==> src/rtl/stop_watch_lap_mem_if.sv <==
// Button/display bus between the stopwatch core and its user-facing logic.
// The master side drives buttons and the display range; the slave is the stopwatch.
interface stop_watch_lap_mem_if #(
  parameter int LAP_DEPTH = 4
);
  localparam int IDX_W = $clog2(LAP_DEPTH);
  localparam int CNT_W = $clog2(LAP_DEPTH + 1);

  logic [2:0]       btn_pedge;
  logic             disp_min;
  logic [15:0]      value;
  logic             running;
  logic             recall;
  logic [IDX_W-1:0] recall_idx;
  logic [CNT_W-1:0] lap_cnt;
  logic             lap_full;

  modport master (
    output btn_pedge, disp_min,
    input  value, running, recall, recall_idx, lap_cnt, lap_full
  );

  modport slave (
    input  btn_pedge, disp_min,
    output value, running, recall, recall_idx, lap_cnt, lap_full
  );
endinterface

==> src/rtl/stop_watch_lap_mem.sv <==
// Multi-lap BCD stopwatch (mm:ss.cc) with lap memory and recall stepping.
// Optional macro STOP_WATCH_LAP_OVERWRITE_EN: laps taken while full overwrite the oldest entry.
//
// state     | meaning
// ST_IDLE   | stopped, live time on the display
// ST_RUN    | counting, live time on the display
// ST_RECALL | stopped, stored lap recall_idx on the display
module stop_watch_lap_mem #(
  parameter int CSEC_DIV  = 1_000_000,
  parameter int LAP_DEPTH = 4,
  parameter int IDX_W     = $clog2(LAP_DEPTH),
  parameter int CNT_W     = $clog2(LAP_DEPTH + 1)
) (
  input logic                 clk,
  input logic                 reset_n,
  stop_watch_lap_mem_if.slave bus
);
  localparam int PRE_W = $clog2(CSEC_DIV);
  localparam int AW    = IDX_W + 2;

  localparam logic [1:0] ST_IDLE   = 2'd0;
  localparam logic [1:0] ST_RUN    = 2'd1;
  localparam logic [1:0] ST_RECALL = 2'd2;

  logic [1:0]       r_state;
  logic [PRE_W-1:0] r_pre;
  logic [23:0]      r_time;
  logic [23:0]      r_lap_mem [LAP_DEPTH];
  logic [IDX_W-1:0] r_wr_ptr;
  logic [CNT_W-1:0] r_lap_cnt;
  logic [IDX_W-1:0] r_recall_idx;

  logic             w_clr, w_ss, w_lap;
  logic             w_full;
  logic             w_tick;
  logic [23:0]      w_time_inc;
  logic [IDX_W-1:0] w_wr_next;
  logic [AW-1:0]    w_rd_sum;
  logic [IDX_W-1:0] w_rd_addr;
  logic [23:0]      w_src;

  assign w_clr  = bus.btn_pedge[0];
  assign w_ss   = bus.btn_pedge[1];
  assign w_lap  = bus.btn_pedge[2];
  assign w_full = (r_lap_cnt == CNT_W'(LAP_DEPTH));
  assign w_tick = (r_pre == PRE_W'(CSEC_DIV - 1));

  assign w_wr_next = (r_wr_ptr == IDX_W'(LAP_DEPTH - 1)) ? '0 : r_wr_ptr + 1'b1;

  // Oldest valid entry sits lap_cnt slots behind the write pointer.
  assign w_rd_sum  = AW'(r_wr_ptr) + AW'(LAP_DEPTH) - AW'(r_lap_cnt) + AW'(r_recall_idx);
  assign w_rd_addr = (w_rd_sum >= AW'(LAP_DEPTH)) ? IDX_W'(w_rd_sum - AW'(LAP_DEPTH))
                                                  : IDX_W'(w_rd_sum);

  always_comb begin
    w_time_inc = r_time;
    if (r_time[3:0] != 4'd9) begin
      w_time_inc[3:0] = r_time[3:0] + 4'd1;
    end else begin
      w_time_inc[3:0] = 4'd0;
      if (r_time[7:4] != 4'd9) begin
        w_time_inc[7:4] = r_time[7:4] + 4'd1;
      end else begin
        w_time_inc[7:4] = 4'd0;
        if (r_time[11:8] != 4'd9) begin
          w_time_inc[11:8] = r_time[11:8] + 4'd1;
        end else begin
          w_time_inc[11:8] = 4'd0;
          if (r_time[15:12] != 4'd5) begin
            w_time_inc[15:12] = r_time[15:12] + 4'd1;
          end else begin
            w_time_inc[15:12] = 4'd0;
            if (r_time[19:16] != 4'd9) begin
              w_time_inc[19:16] = r_time[19:16] + 4'd1;
            end else begin
              w_time_inc[19:16] = 4'd0;
              w_time_inc[23:20] = (r_time[23:20] != 4'd5) ? r_time[23:20] + 4'd1 : 4'd0;
            end
          end
        end
      end
    end
  end

  always_ff @(posedge clk) begin
    if (!reset_n) begin
      r_state      <= ST_IDLE;
      r_pre        <= '0;
      r_time       <= '0;
      r_wr_ptr     <= '0;
      r_lap_cnt    <= '0;
      r_recall_idx <= '0;
      for (int i = 0; i < LAP_DEPTH; i++) r_lap_mem[i] <= '0;
    end else begin
      case (r_state)
        ST_RUN: begin
          if (w_tick) begin
            r_pre  <= '0;
            r_time <= w_time_inc;
          end else begin
            r_pre <= r_pre + 1'b1;
          end
          if (w_lap) begin
            if (!w_full) begin
              r_lap_mem[r_wr_ptr] <= r_time;
              r_wr_ptr            <= w_wr_next;
              r_lap_cnt           <= r_lap_cnt + CNT_W'(1);
            end
`ifdef STOP_WATCH_LAP_OVERWRITE_EN
            else begin
              r_lap_mem[r_wr_ptr] <= r_time;
              r_wr_ptr            <= w_wr_next;
            end
`endif
          end
          if (w_ss) r_state <= ST_IDLE;
        end
        ST_IDLE, ST_RECALL: begin
          if (w_clr) begin
            r_state      <= ST_IDLE;
            r_pre        <= '0;
            r_time       <= '0;
            r_wr_ptr     <= '0;
            r_lap_cnt    <= '0;
            r_recall_idx <= '0;
            for (int i = 0; i < LAP_DEPTH; i++) r_lap_mem[i] <= '0;
          end else if (w_ss) begin
            r_state      <= ST_RUN;
            r_recall_idx <= '0;
          end else if (w_lap && (r_lap_cnt != '0)) begin
            if (r_state == ST_IDLE) begin
              r_state      <= ST_RECALL;
              r_recall_idx <= '0;
            end else if ((CNT_W'(r_recall_idx) + CNT_W'(1)) < r_lap_cnt) begin
              r_recall_idx <= r_recall_idx + 1'b1;
            end else begin
              r_state      <= ST_IDLE;
              r_recall_idx <= '0;
            end
          end
        end
        default: r_state <= ST_IDLE;
      endcase
    end
  end

  assign w_src = (r_state == ST_RECALL) ? r_lap_mem[w_rd_addr] : r_time;

  assign bus.value      = bus.disp_min ? w_src[23:8] : w_src[15:0];
  assign bus.running    = (r_state == ST_RUN);
  assign bus.recall     = (r_state == ST_RECALL);
  assign bus.recall_idx = r_recall_idx;
  assign bus.lap_cnt    = r_lap_cnt;
  assign bus.lap_full   = w_full;
endmodule

==> src/flat_wrapper.sv <==
// flat-port wrapper written by rule: the top's interface ports become plain ports
module stop_watch_lap_mem_flat 
#(
  parameter int CSEC_DIV  = 1_000_000,
  parameter int LAP_DEPTH = 4,
  parameter int IDX_W     = $clog2(LAP_DEPTH),
  parameter int CNT_W     = $clog2(LAP_DEPTH + 1)
)
  (clk, reset_n, bus_btn_pedge, bus_disp_min, bus_value, bus_running, bus_recall, bus_recall_idx, bus_lap_cnt, bus_lap_full);
  stop_watch_lap_mem_if #(.LAP_DEPTH(LAP_DEPTH)) bus_i ();
  input logic clk;
  input logic reset_n;
  input wire logic [$bits(bus_i.btn_pedge)-1:0] bus_btn_pedge;
  input wire logic [$bits(bus_i.disp_min)-1:0] bus_disp_min;
  output wire logic [$bits(bus_i.value)-1:0] bus_value;
  output wire logic [$bits(bus_i.running)-1:0] bus_running;
  output wire logic [$bits(bus_i.recall)-1:0] bus_recall;
  output wire logic [$bits(bus_i.recall_idx)-1:0] bus_recall_idx;
  output wire logic [$bits(bus_i.lap_cnt)-1:0] bus_lap_cnt;
  output wire logic [$bits(bus_i.lap_full)-1:0] bus_lap_full;
  assign bus_i.btn_pedge = bus_btn_pedge;
  assign bus_i.disp_min = bus_disp_min;
  assign bus_value = bus_i.value;
  assign bus_running = bus_i.running;
  assign bus_recall = bus_i.recall;
  assign bus_recall_idx = bus_i.recall_idx;
  assign bus_lap_cnt = bus_i.lap_cnt;
  assign bus_lap_full = bus_i.lap_full;
  stop_watch_lap_mem #(.CSEC_DIV(CSEC_DIV), .LAP_DEPTH(LAP_DEPTH), .IDX_W(IDX_W), .CNT_W(CNT_W)) u_core (.clk(clk), .reset_n(reset_n), .bus(bus_i));
endmodule
==> config.mk <==
export PLATFORM = sky130hd
export DESIGN_NAME = stop_watch_lap_mem_flat
export DESIGN_NICKNAME = d
export VERILOG_FILES = /design/src/rtl/stop_watch_lap_mem_if.sv /design/src/rtl/stop_watch_lap_mem.sv /design/src/flat_wrapper.sv
export SDC_FILE = /design/constraint.sdc
export NUM_CORES = 1
export LEC_CHECK = 0
export ABC_AREA = 1
export BUFFER_PORTS_ARGS = -buffer_cell sky130_fd_sc_hd__buf_4
export CELL_PAD_IN_SITES_DETAIL_PLACEMENT = 2
export CELL_PAD_IN_SITES_GLOBAL_PLACEMENT = 2
export CORE_AREA = 2 2 147 149
export DETAILED_ROUTE_END_ITERATION = 12
export DIE_AREA = 0 0 149 151
export GPL_TIMING_DRIVEN = 0
export PLACE_DENSITY_LB_ADDON = 0.05
export RECOVER_POWER = 50
export REMOVE_ABC_BUFFERS = 1
export SYNTH_ARGS = -nofsm -noshare
export SYNTH_HDL_FRONTEND = slang
export SYNTH_SLANG_ARGS = --single-unit
==> constraint.sdc <==
create_clock -name clk -period 2.8 [get_ports clk]
set_clock_uncertainty 0.05 [all_clocks]
set_input_delay 0.14 -clock clk [delete_from_list [all_inputs] [get_ports clk]]
set_output_delay 0.14 -clock clk [all_outputs]
set_load 0.05 [all_outputs]
; ---- Word level (Yosys, flattened, before mapping)
; Memories as Yosys holds them, arrays and structs flattened.
; Index checks and enable logic that the tools add are counted.
[totals]
mem_count = 1
in_bits = 6
out_inout_bits = 24
ramBits = 96
word_cells = 131
ff_bits = 53
[classes]
n_eq_ne = 23
n_addsub = 15
bitwise = 4
n_mux = 58
magnitude_cmp = 2
reduce_logical = 17
[mem_list]
columns = memory, depth, width, rd, rd_ports_with_merged_regs, wr, line
row1 = u_core.r_lap_mem, 4, 24, 1, 0, 4, stop_watch_lap_mem.sv:28  ; logic [23:0] r_lap_mem [LAP_DEPTH];
[ops]
columns = op, count
row1 = $mux 24, 8
row2 = $mux 20, 3
row3 = $pmux 24 s2, 1
row4 = $pmux 20 s2, 1
row5 = $mux 2, 17
row6 = $mux 16, 2
row7 = $mux 4, 7
row8 = $add 4x1->4 const B, 6
row9 = $reduce_or 24->1, 1
row10 = $add 20x1->20 const B, 1
row11 = $eq 20x20->1 const B, 1
row12 = $ne 2x2->1 const B, 9
row13 = $ne 4x4->1 const B, 4
row14 = $mux 12, 1
row15 = $ne 4x3->1 const B, 3
row16 = $mux 1, 11
row17 = $mux 3, 3
row18 = $mux 8, 1
row19 = $pmux 2 s2, 2
row20 = $reduce_and 4->1, 2
row21 = $reduce_and 8->1, 1
row22 = $reduce_and 7->1, 1
row23 = $pmux 3 s2, 1
row24 = $reduce_and 3->1, 2
row25 = 23 further kinds, 30

; ---- Logic depth before layout (Yosys ltp)
; Gate-level depths: netlist (run 1).
[logic_depth]
word_depth = 9
depth_mapped = 15
mapped_depth_nobuf = 14

; ---- Worst setup path before layout (run 1)
; OpenSTA, ideal clock, no wires.
[synth_timing]
path_type = register -> output
from = reg u_core.r_recall_idx[0], in the netlist u_core.bus.recall_idx[0]
to = out bus_value[5]
path_slack_ps = -14
path_buffers = 3
stages_incl_launch_ff = 14
required_time_ps = 2610
arrival_ps = 2624
path_cell_list = dfxtp_1 inv_1 ha_1 inv_1 ha_1 clkbuf_1 buf_4 buf_2 mux2i_1 nand2_1 nand3_1 nand2_1 nand2_1 nand2_1
[synth_between]
elab_chain_cells = 6
word_cells_on_any_way = 7
cone_classes = add/sub: 2 / order compare: 1 / mux: 3 / memory: 1
[synth_rtl]
columns = item, line
row1 = "start, declared", stop_watch_lap_mem.sv:31  ; logic [IDX_W-1:0] r_recall_idx;
row2 = "start signal, assigned", stop_watch_lap_mem.sv:135  ; r_recall_idx <= r_recall_idx + 1'b1;
row3 = $add 4x2->4 (*), stop_watch_lap_mem.sv:51  ; assign w_rd_sum = AW'(r_wr_ptr) + AW'(LAP_DEPTH) - AW'(r_lap_cnt) + AW'(r_recall_idx);
row4 = $ge 4x3->1 or $sub 2x1->2 (tied branches), stop_watch_lap_mem.sv:52  ; assign w_rd_addr = (w_rd_sum >= AW'(LAP_DEPTH)) ? IDX_W'(w_rd_sum - AW'(LAP_DEPTH))
row5 = $mux 2 (*), stop_watch_lap_mem.sv:52
row6 = $mem_v2 4x24 (*), n/a
row7 = $mux 24 (*), stop_watch_lap_mem.sv:147  ; assign w_src = (r_state == ST_RECALL) ? r_lap_mem[w_rd_addr] : r_time;
row8 = $mux 16 (*), stop_watch_lap_mem.sv:149  ; assign bus.value = bus.disp_min ? w_src[23:8] : w_src[15:0];
row9 = "end, declared", flat_wrapper.sv:15  ; output wire logic [$bits(bus_i.value)-1:0] bus_value;
; Every way passes the cells marked *; elsewhere a longest branch is shown, timed or not.

==> reports/metrics.cfg, run 1 <==
[outcome]
status=complete, but fails checks
violations=negative setup slack

[logic_synthesis]
yosysWarnings=0
synth_top_area_share_pct=35.9
avgSynthCellArea_um2=8.47
synthXorXnorAreaFrac_pct=1.31
synth_edf_count=96
netlist_area_mm2=0.00804
synth_compound_area_share_pct=4.14
yosys.area_share.simple_pct=29.3
synth_cells=949
synth-adder-area-share_pct=3.89
synth_top_area_cell=edfxtp_1
yosys_most_used_dff=edfxtp_1
synthArstFlopShare_pct=0
synth_area_leaders=edfxtp_1, dfxtp_1, nand2_1
yosysSeqAreaShare_pct=49.1
synth_top_family_by_area=simple AND/OR/NAND/NOR gates
synth-seq-cells=149
muxShareOfSynthArea_pct=5.98
ys_types=44

[routing]
vias_per_cell=5.51
vias=7037
first_iter_violations=400
wl_per_cell_um=24.5
dr.pass1.iters=5
detail_route.drc_violations=0
drtAntennaViolNets=0
wl_um=31400

[clocking]
clk_pin_slew_ns=0.07
htreeDepth=4
clock_path_buffers=2
cts_tree=built
cts_made_buffers=17
clock_latency_ns=0.43
numClockSinks=149
cts_root_buffer=clkbuf_16

[setup_path]
worst_setup_path_end_kind=flop
r2r_slack_ns=-0.06
critPathKind=reg -> reg
crit_arrival_ns=2.87
worstSetupStartpointType=flop
critPathRequiredTime_ns=2.82
crit_path_max_fanout=25

[final_layout]
fin_nets=1021
seq_area_mm2=0.00395
multi_input_area_mm2=0.00403
antenna_cells=0
final_cell_mix=nand2_1, nor2_1, edfxtp_1
fin_area_mm2=0.00976
drive_gt1_share_pct=17.6
final_common_cell=nand2_1
fillers=2272
fin_util_pct=46.9
syn_to_final_growth_pct=21.5

[global_routing]
antenna_found_initial=0
grt_usage_pct=28.7
grt_pass1_wl_um=47300
grt_max_degree=26
grt_pass1_vias=7882
overflow=0

[die]
ios=30
num_rows=53
die_x_um=149
die_h_um=151
initial_core_util_pct=38.6
die_area_mm2=0.0225
core_mm2=0.0208

[power]
pwr_density_cell_mw_per_mm2=581
leakage_nw=3.92
ir_worst_vdd_mv=0.459

[timing]
slew_violations=0
finalCritPeriodShare_pct=102
setup_viol=60
tightest_slew_ns=1.11
setup_ws_ns=-0.0585
hold_violations=0
grt_setup_unrepaired=true
timing.fmax_mhz=350
min_period_ns=2.86
maxSlewHeadroom_pct=25.8

[place]
place_area_mm2=0.00842
gp_congestion=0.806
place_ws_ns=-0.704
dp_hpwl_um=17100
io_buffer_count=29

[hold_path]
hold_class=in -> reg

[flow_run]
max-cap-violations=0

==> where the power goes <==
part | internal (W) | switching (W) | total [W]
registers | 0.00243 | 0.0000649 | 0.00250
logic | 0.000267 | 0.000591 | 0.000858
clock network | 0.00132 | 0.00100 | 0.00232
==> final cells by class <==
class	count	area share (%)
multi-input cells	693	41.3
flip-flops and latches	149	40.5
repair buffers	48	5.52
clock buffers	17	4.36
well taps	275	3.52
inverters	81	3.23
clock inverters	15	1.59
==> registers in the layout, summed over array words and instances (netlist names) <==
signal,flops
u_core.r_state,2
u_core.r_wr_ptr,2
u_core.r_lap_mem,96
u_core.r_time,24
u_core.bus.lap_cnt,3
u_core.bus.recall_idx,2
u_core.r_pre,20
==> cell families after synthesis <==
group	count (synthesis)
simple gates	540
flops	149
buf+inv	115
compound gates	60
mux	48
fa+ha+maj	25
xor+xnor	12
==> worst paths after layout <==
kind	startpoint	end	cells after the start
setup / recovery	u_core.r_state[0]	u_core.r_lap_mem[2][4]	8
hold / removal	reset_n	u_core.r_time[10]	3
setup reg to reg	u_core.r_state[0]	u_core.r_lap_mem[2][4]	8
hold reg to reg	u_core.r_pre[9]	u_core.r_pre[9]	2
==> worst max-delay path: stages (launching register included) <==
cell	delay, ns
dfxtp_2	0.61
inv_4	0.22
nor2_8	0.25
inv_2	0.12
nor2_2	0.14
nand2_1	0.09
clkinv_2	0.17
nand2_4	0.29
nand2_4	0.50
==> stage by stage <==
stage,power [W],TNS [ns],hold slack [ns],cells
6_report,0.00568,-2.02,0.0773,1278
5_1_grt,0.00584,-8.18,0.0713,1278
4_1_cts,0.00559,0,0.0528,1275
3_5_place_dp,0.00323,-50.26,0.405,1219
3_3_place_gp,0.00320,-103.39,0.379,1219
2_1_floorplan,0.00298,-16.32,0.211,915
==> routing by layer <==
metal	up-vias	wire length, um	GRT usage (%)
met1	3589	13000	33.8
li1	3213	-	-
met4	0	933	10.0
met2	168	16100	52.7
met3	67	1310	4.91
met5	-	0	0
==> synthesized netlist by cell type, types with 2 or more instances <==
cell type,number
edfxtp_1,96
nor2_4,2
a32o_1,2
nand4_1,3
buf_4,3
ha_1,25
o21a_1,3
inv_2,6
clkbuf_1,9
xor2_1,10
nand2_4,6
nor2_2,6
nand4_2,2
a21oi_1,29
nor2_1,165
xnor2_1,2
buf_2,14
mux2i_1,48
o21ai_0,19
inv_1,72
buf_1,2
buf_6,6
o21ai_1,2
nand3_1,92
nand3_2,3
nand2_1,234
nand2_2,5
a211oi_1,2
dfxtp_1,53
nor3b_1,2
nor3_1,12
or2_2,2
==> what timing repair did <==
| action | 4_1_cts | 5_1_grt |
|---|---|---|
| setup buffers | 16 | 1 |
| endpoints found under the hold margin | 1 | 0 |
| hold buffers | 2 | 0 |
| resized for setup | 39 | 74 |
| endpoints found under the setup margin | 112 | 112 |
| cloned | 6 | 2 |
| pin swaps | 11 | 26 |
No activity file was read; power rests on OpenSTA's default activity.
==> run 2: changes to the inputs <==
CORE_AREA = 2 2 155 157   (was 2 2 147 149)
DIE_AREA = 0 0 157 159   (was 0 0 149 151)
clock period = 2.6 ns   (was 2.8 ns; I/O delays follow)
==> run 2 against run 1 <==
Non-clock buffer count is 15 higher. The run still ends with negative setup slack left. Highest routed layer unchanged. Critical path type is now reg -> out. Setup slack got worse by 0.21 ns. Power increased by 8.9%. Largest cell class unchanged.
==> reports/metrics.cfg, run 2 (synthesis results as in run 1) <==
[timing]
hold_violations=0
grt_setup_unrepaired=true
maxSlewHeadroom_pct=41.0
slew_violations=0
setup_ws_ns=-0.271
setup_viol=102
timing.fmax_mhz=348
min_period_ns=2.87
finalCritPeriodShare_pct=110
fin_setup_tns_ns=-5.20
tightest_slew_ns=0.875

[setup_path]
r2r_start=u_core.bus.lap_cnt[0]
critPathKind=reg -> out
crit_arrival_ns=2.69
critPathRequiredTime_ns=2.42
r2r_cells=10
r2r_slack_ns=-0.06
setup.worst_path.end=bus_value[11]
crit_path_start=u_core.bus.recall_idx[0]
worstSetupStartpointType=flop
r2r_end=u_core.r_lap_mem[0][1]
crit_path_max_fanout=6
worst_setup_path_end_kind=output pin

[die]
die_h_um=159
initial_core_util_pct=34.7
die_x_um=157
ios=30
die_area_mm2=0.0250
num_rows=56
core_mm2=0.0232

[power]
pwr_density_cell_mw_per_mm2=600
leakage_nw=4.03
ir_worst_vdd_mv=0.447
finalPower_w=0.00618

[final_layout]
largest_reg_flops=96
fin_util_pct=44.4
fin_nets=1041
multi_input_area_mm2=0.00427
reg_top3=u_core.r_lap_mem: 96 flops, u_core.r_time: 24 flops, u_core.r_pre: 20 flops
antenna_cells=0
seq_area_mm2=0.00395
final_common_cell=nand2_1
fillers=2480
regMostFlops=u_core.r_lap_mem
syn_to_final_growth_pct=28.1
final_cell_mix=nand2_1, nor2_1, edfxtp_1
layoutNonFillerInstCount=1342
drive_gt1_share_pct=21.4

[global_routing]
overflow=0
antenna_found_initial=0
grt_usage_pct=26.0
grt_pass1_vias=7752
grt_pass1_wl_um=47400
grt_max_degree=27

[clocking]
cts_tree=built
clock_path_buffers=2
htreeDepth=4
numClockSinks=149
cts_made_buffers=17
cts_root_buffer=clkbuf_16
clk_pin_slew_ns=0.07
clock_latency_ns=0.44

[hold_path]
whs_path_depth=4
hold_class=in -> reg
hold_path_startpoint=bus_btn_pedge[0]

[routing]
dr.pass1.iters=4
dr_wl_met2_um=16900
wl_met1_um=13900
detail_route.drc_violations=0
first_iter_violations=304
highest_layer=met4
wl_um=33600
wl_per_cell_um=25.1
vias=7188
drtAntennaViolNets=0
route.met3.wl_um=1440
vias_per_cell=5.36

[place]
gp_congestion=0.792
io_buffer_count=29
dp_hpwl_um=16800
post-place-cells=1263

[outcome]
status=complete, but fails checks
violations=negative setup slack

[flow_run]
max-cap-violations=0

run 2: cell count changes in the layout (fill, tap and decap cells not counted), sizes merged, moves of 2 or more:
cell      delta
buf         +14
nand2        +6
clkinv       -4
inv          +3
bufinv       -2
clkbuf       +2
clkinvlp     +2
run 2: worst min path at each step:
stage,to,slack (ns)
finish,u_core.r_state[1],0.05
global route,u_core.r_time[23],0.06
CTS,u_core.r_state[1],0.03
detailed placement,u_core.r_state[0],0.38
global placement,u_core.r_state[0],0.37
floorplan,u_core.r_time[21],0.20
run 2: report_power, final:
| part | internal [W] | leakage, nW | total [W] | switching [W] |
|---|---|---|---|---|
| Sequential | 0.00262 | 1.49 | 0.00268 | 0.0000681 |
| Combinational | 0.000368 | 2.28 | 0.00108 | 0.000710 |
| Clock | 0.00127 | 0.261 | 0.00242 | 0.00115 |
| Total | 0.00426 | 4.03 | 0.00618 | 0.00192 |
run 2: final cells by class:
type,instances,share of cell area [%]
multi-input cells,698,41.5
flip-flops and latches,149,38.4
repair buffers,63,7.85
clock buffers,18,4.26
well taps,319,3.88
inverters,81,3.01
clock inverters,14,1.17
run 2: through the flow:
stage	setup slack, ns	hold WS (ns)	instance area [um^2]
5_1_grt	-0.336	0.0561	10300
4_1_cts	-0.110	0.0343	9890
3_5_place_dp	-0.957	0.376	8480
3_3_place_gp	-1.79	0.367	8450
6_report	-0.271	0.0473	10300
2_1_floorplan	-1.21	0.201	7840
run 2: layer usage:
layer,track usage [%],up-vias
met5,0,-
met4,9.55,0
met3,4.60,67
met2,46.1,179
met1,31.3,3672
li1,-,3270
run 2: repair_timing:
| item | CTS | global route |
|---|---|---|
| endpoints found under the setup margin | 112 | 112 |
| hold buffers | 2 | 0 |
| buffers inserted | 20 | 10 |
| pin swaps | 34 | 48 |
| hold endpoints to repair | 1 | 0 |
| resized for setup | 107 | 54 |
| cloned | 11 | 5 |
run 2: critical path: stages (launching register included):
cell,delay [ns]
dfxtp_2,0.34
inv_2,0.05
ha_4,0.27
inv_4,0.03
ha_4,0.35
buf_12,0.17
buf_12,0.14
mux2i_1,0.24
nand3_1,0.15
nand3_2,0.09
nand2_2,0.07
nand2_2,0.08
nand2_2,0.10
buf_8,0.16
==> run 3: changes to the inputs <==
CORE_AREA = 2 2 147 149   (was 2 2 155 157)
DIE_AREA = 0 0 149 151   (was 0 0 157 159)
REMOVE_ABC_BUFFERS = default   (was 1)
clock period = 3 ns   (was 2.6 ns; I/O delays follow)
==> run 3 against run 2 <==
The run now ends clean. Power decreased by 18%. Die area is 9.9% lower. Final cell count fell by 4.1%. Sequential share of layout area grew 4.4 points. Cell area fell by 10%. Global-route usage fell by 0.71 points. Register-to-register slack better by 0.34 ns. Critical path depth is 1 higher. Clock-buffer cell count shrank 1. Combinational power fell by 34%. Non-clock buffer count increased by 3. Critical path type unchanged. Largest cell class is now flip-flops and latches. Largest power group unchanged. Highest routed layer unchanged.
==> reports/metrics.cfg, run 3 (synthesis results as in run 1) <==
[outcome]
status=finished clean

[die]
num_rows=53
die_x_um=149
die_h_um=151
die_area_mm2=0.0225
ios=30
core_mm2=0.0208
initial_core_util_pct=38.6

[final_layout]
largest_reg_flops=96
fin_area_mm2=0.00924
antenna_cells=0
layoutNonFillerInstCount=1287
regMostFlops=u_core.r_lap_mem
fillers=2363
final_cell_mix=nand2_1, nor2_1, edfxtp_1
reg_top3=u_core.r_lap_mem: 96 flops, u_core.r_time: 24 flops, u_core.r_pre: 20 flops
seq_area_mm2=0.00395
multi_input_area_mm2=0.00361
final_common_cell=nand2_1
drive_gt1_share_pct=11.8
syn_to_final_growth_pct=14.9
fin_nets=1031

[timing]
hold_violations=0
fin_setup_tns_ns=0
maxSlewHeadroom_pct=46.7
timing.fmax_mhz=345
finalCritPeriodShare_pct=96.6
slew_violations=0
whs_ns=0.0686
min_period_ns=2.90
tightest_slew_ns=0.797
setup_viol=0

[global_routing]
grt_pass1_vias=7295
grt_pass1_wl_um=42200
overflow=0
antenna_found_initial=0
grt_max_degree=25
grt_usage_pct=25.3

[routing]
dr.pass1.iters=4
detail_route.drc_violations=0
vias=6776
wl_um=27400
wl_per_cell_um=21.3
first_iter_violations=292
drtAntennaViolNets=0
vias_per_cell=5.26

[clocking]
clk_pin_slew_ns=0.06
htreeDepth=4
clock_latency_ns=0.43
numClockSinks=149
cts_tree=built
cts_made_buffers=17
cts_root_buffer=clkbuf_16
clock_path_buffers=2

[place]
post-place-cells=1252
gp_congestion=0.815
dp_hpwl_um=19500
io_buffer_count=28
place_area_mm2=0.00859

[setup_path]
critPathKind=reg -> out
crit_arrival_ns=2.70
worst_setup_path_end_kind=output pin
worstSetupStartpointType=flop
critPathRequiredTime_ns=2.80
crit_path_max_fanout=10

[power]
ir_worst_vdd_mv=0.427
finalPower_w=0.00507
pwr_density_cell_mw_per_mm2=549
leakage_nw=3.79

[hold_path]
hold_class=in -> reg

[flow_run]
max-cap-violations=0

[logic_synthesis]
synth_fp_nets=980

run 3: changes by cell type in the layout (fill, tap and decap cells not counted), moves of 3 or more:
cell / before / now
buf_4: 19 / 24
nand2_2: 46 / 11
clkbuf_1: 6 / 20
buf_2: 0 / 6
nand2_8: 22 / 1
buf_16: 3 / 0
nand3_2: 22 / 4
nand3_1: 72 / 91
nand2_1: 184 / 228
buf_12: 13 / 2
nor2_4: 5 / 1
buf_8: 11 / 3
nor2_1: 165 / 168
run 3: layer usage:
layer	wire length, um	global-route usage, %	vias up	share of wire [%]
met5	0	0	-	0
met4	450	7.00	0	1.6
met3	753	2.98	30	2.8
met2	13800	44.4	113	50
met1	12400	33.0	3410	45
li1	-	-	3223	-
run 3: final cells by class:
type                    instances  area share [%]
clock buffers                  17            4.61
clock inverters                14            1.30
well taps                     275            3.72
repair buffers                 33            2.57
flip-flops and latches        149            42.7
inverters                      81            3.33
plain buffers                  33            2.67
multi-input cells             685            39.0
run 3: what timing repair did:
action	in CTS	in global routing
pin swaps	1	3
gates resized for setup	29	23
hold buffers	2	0
hold endpoints to repair	1	0
setup endpoints to repair	112	14
setup buffers	2	1
run 3: report_power, final:
| part | total, W | internal, W | switching, W |
|---|---|---|---|
| Sequential | 0.00232 | 0.00227 | 0.0000526 |
| Combinational | 0.000712 | 0.000216 | 0.000495 |
| Clock | 0.00204 | 0.00108 | 0.000960 |
run 3: path summary, 6_finish.rpt:
kind                                               start                      end  slack, ns  cells past startpoint
worst min register to register           u_core.r_pre[1]          u_core.r_pre[1]       0.45                      2
worst min-delay path                    bus_btn_pedge[0]        u_core.r_state[1]       0.07                      4
worst max-delay path            u_core.bus.recall_idx[0]             bus_value[5]       0.10                     14
worst max register to register     u_core.bus.lap_cnt[1]  u_core.r_lap_mem[0][10]       0.28                     10
run 3: stage by stage:
step	worst slack [ns]	util (%)
after floorplan	0.176	-
after global placement	-0.157	41.3
after detailed placement	-0.223	41.3
after CTS	0.0200	44.5
after global routing	-0.0238	44.4
final	0.103	44.4
run 3: worst max-delay path, cell delays in order (launching register included):
cell,delay [ns]
dfxtp_4,0.37
inv_1,0.05
ha_1,0.26
inv_1,0.09
ha_4,0.13
inv_1,0.04
nand3_2,0.10
nand3_4,0.20
buf_4,0.26
nand3_1,0.13
nand3_1,0.11
nand2_1,0.16
nand2_1,0.07
nand2_1,0.09
buf_4,0.19
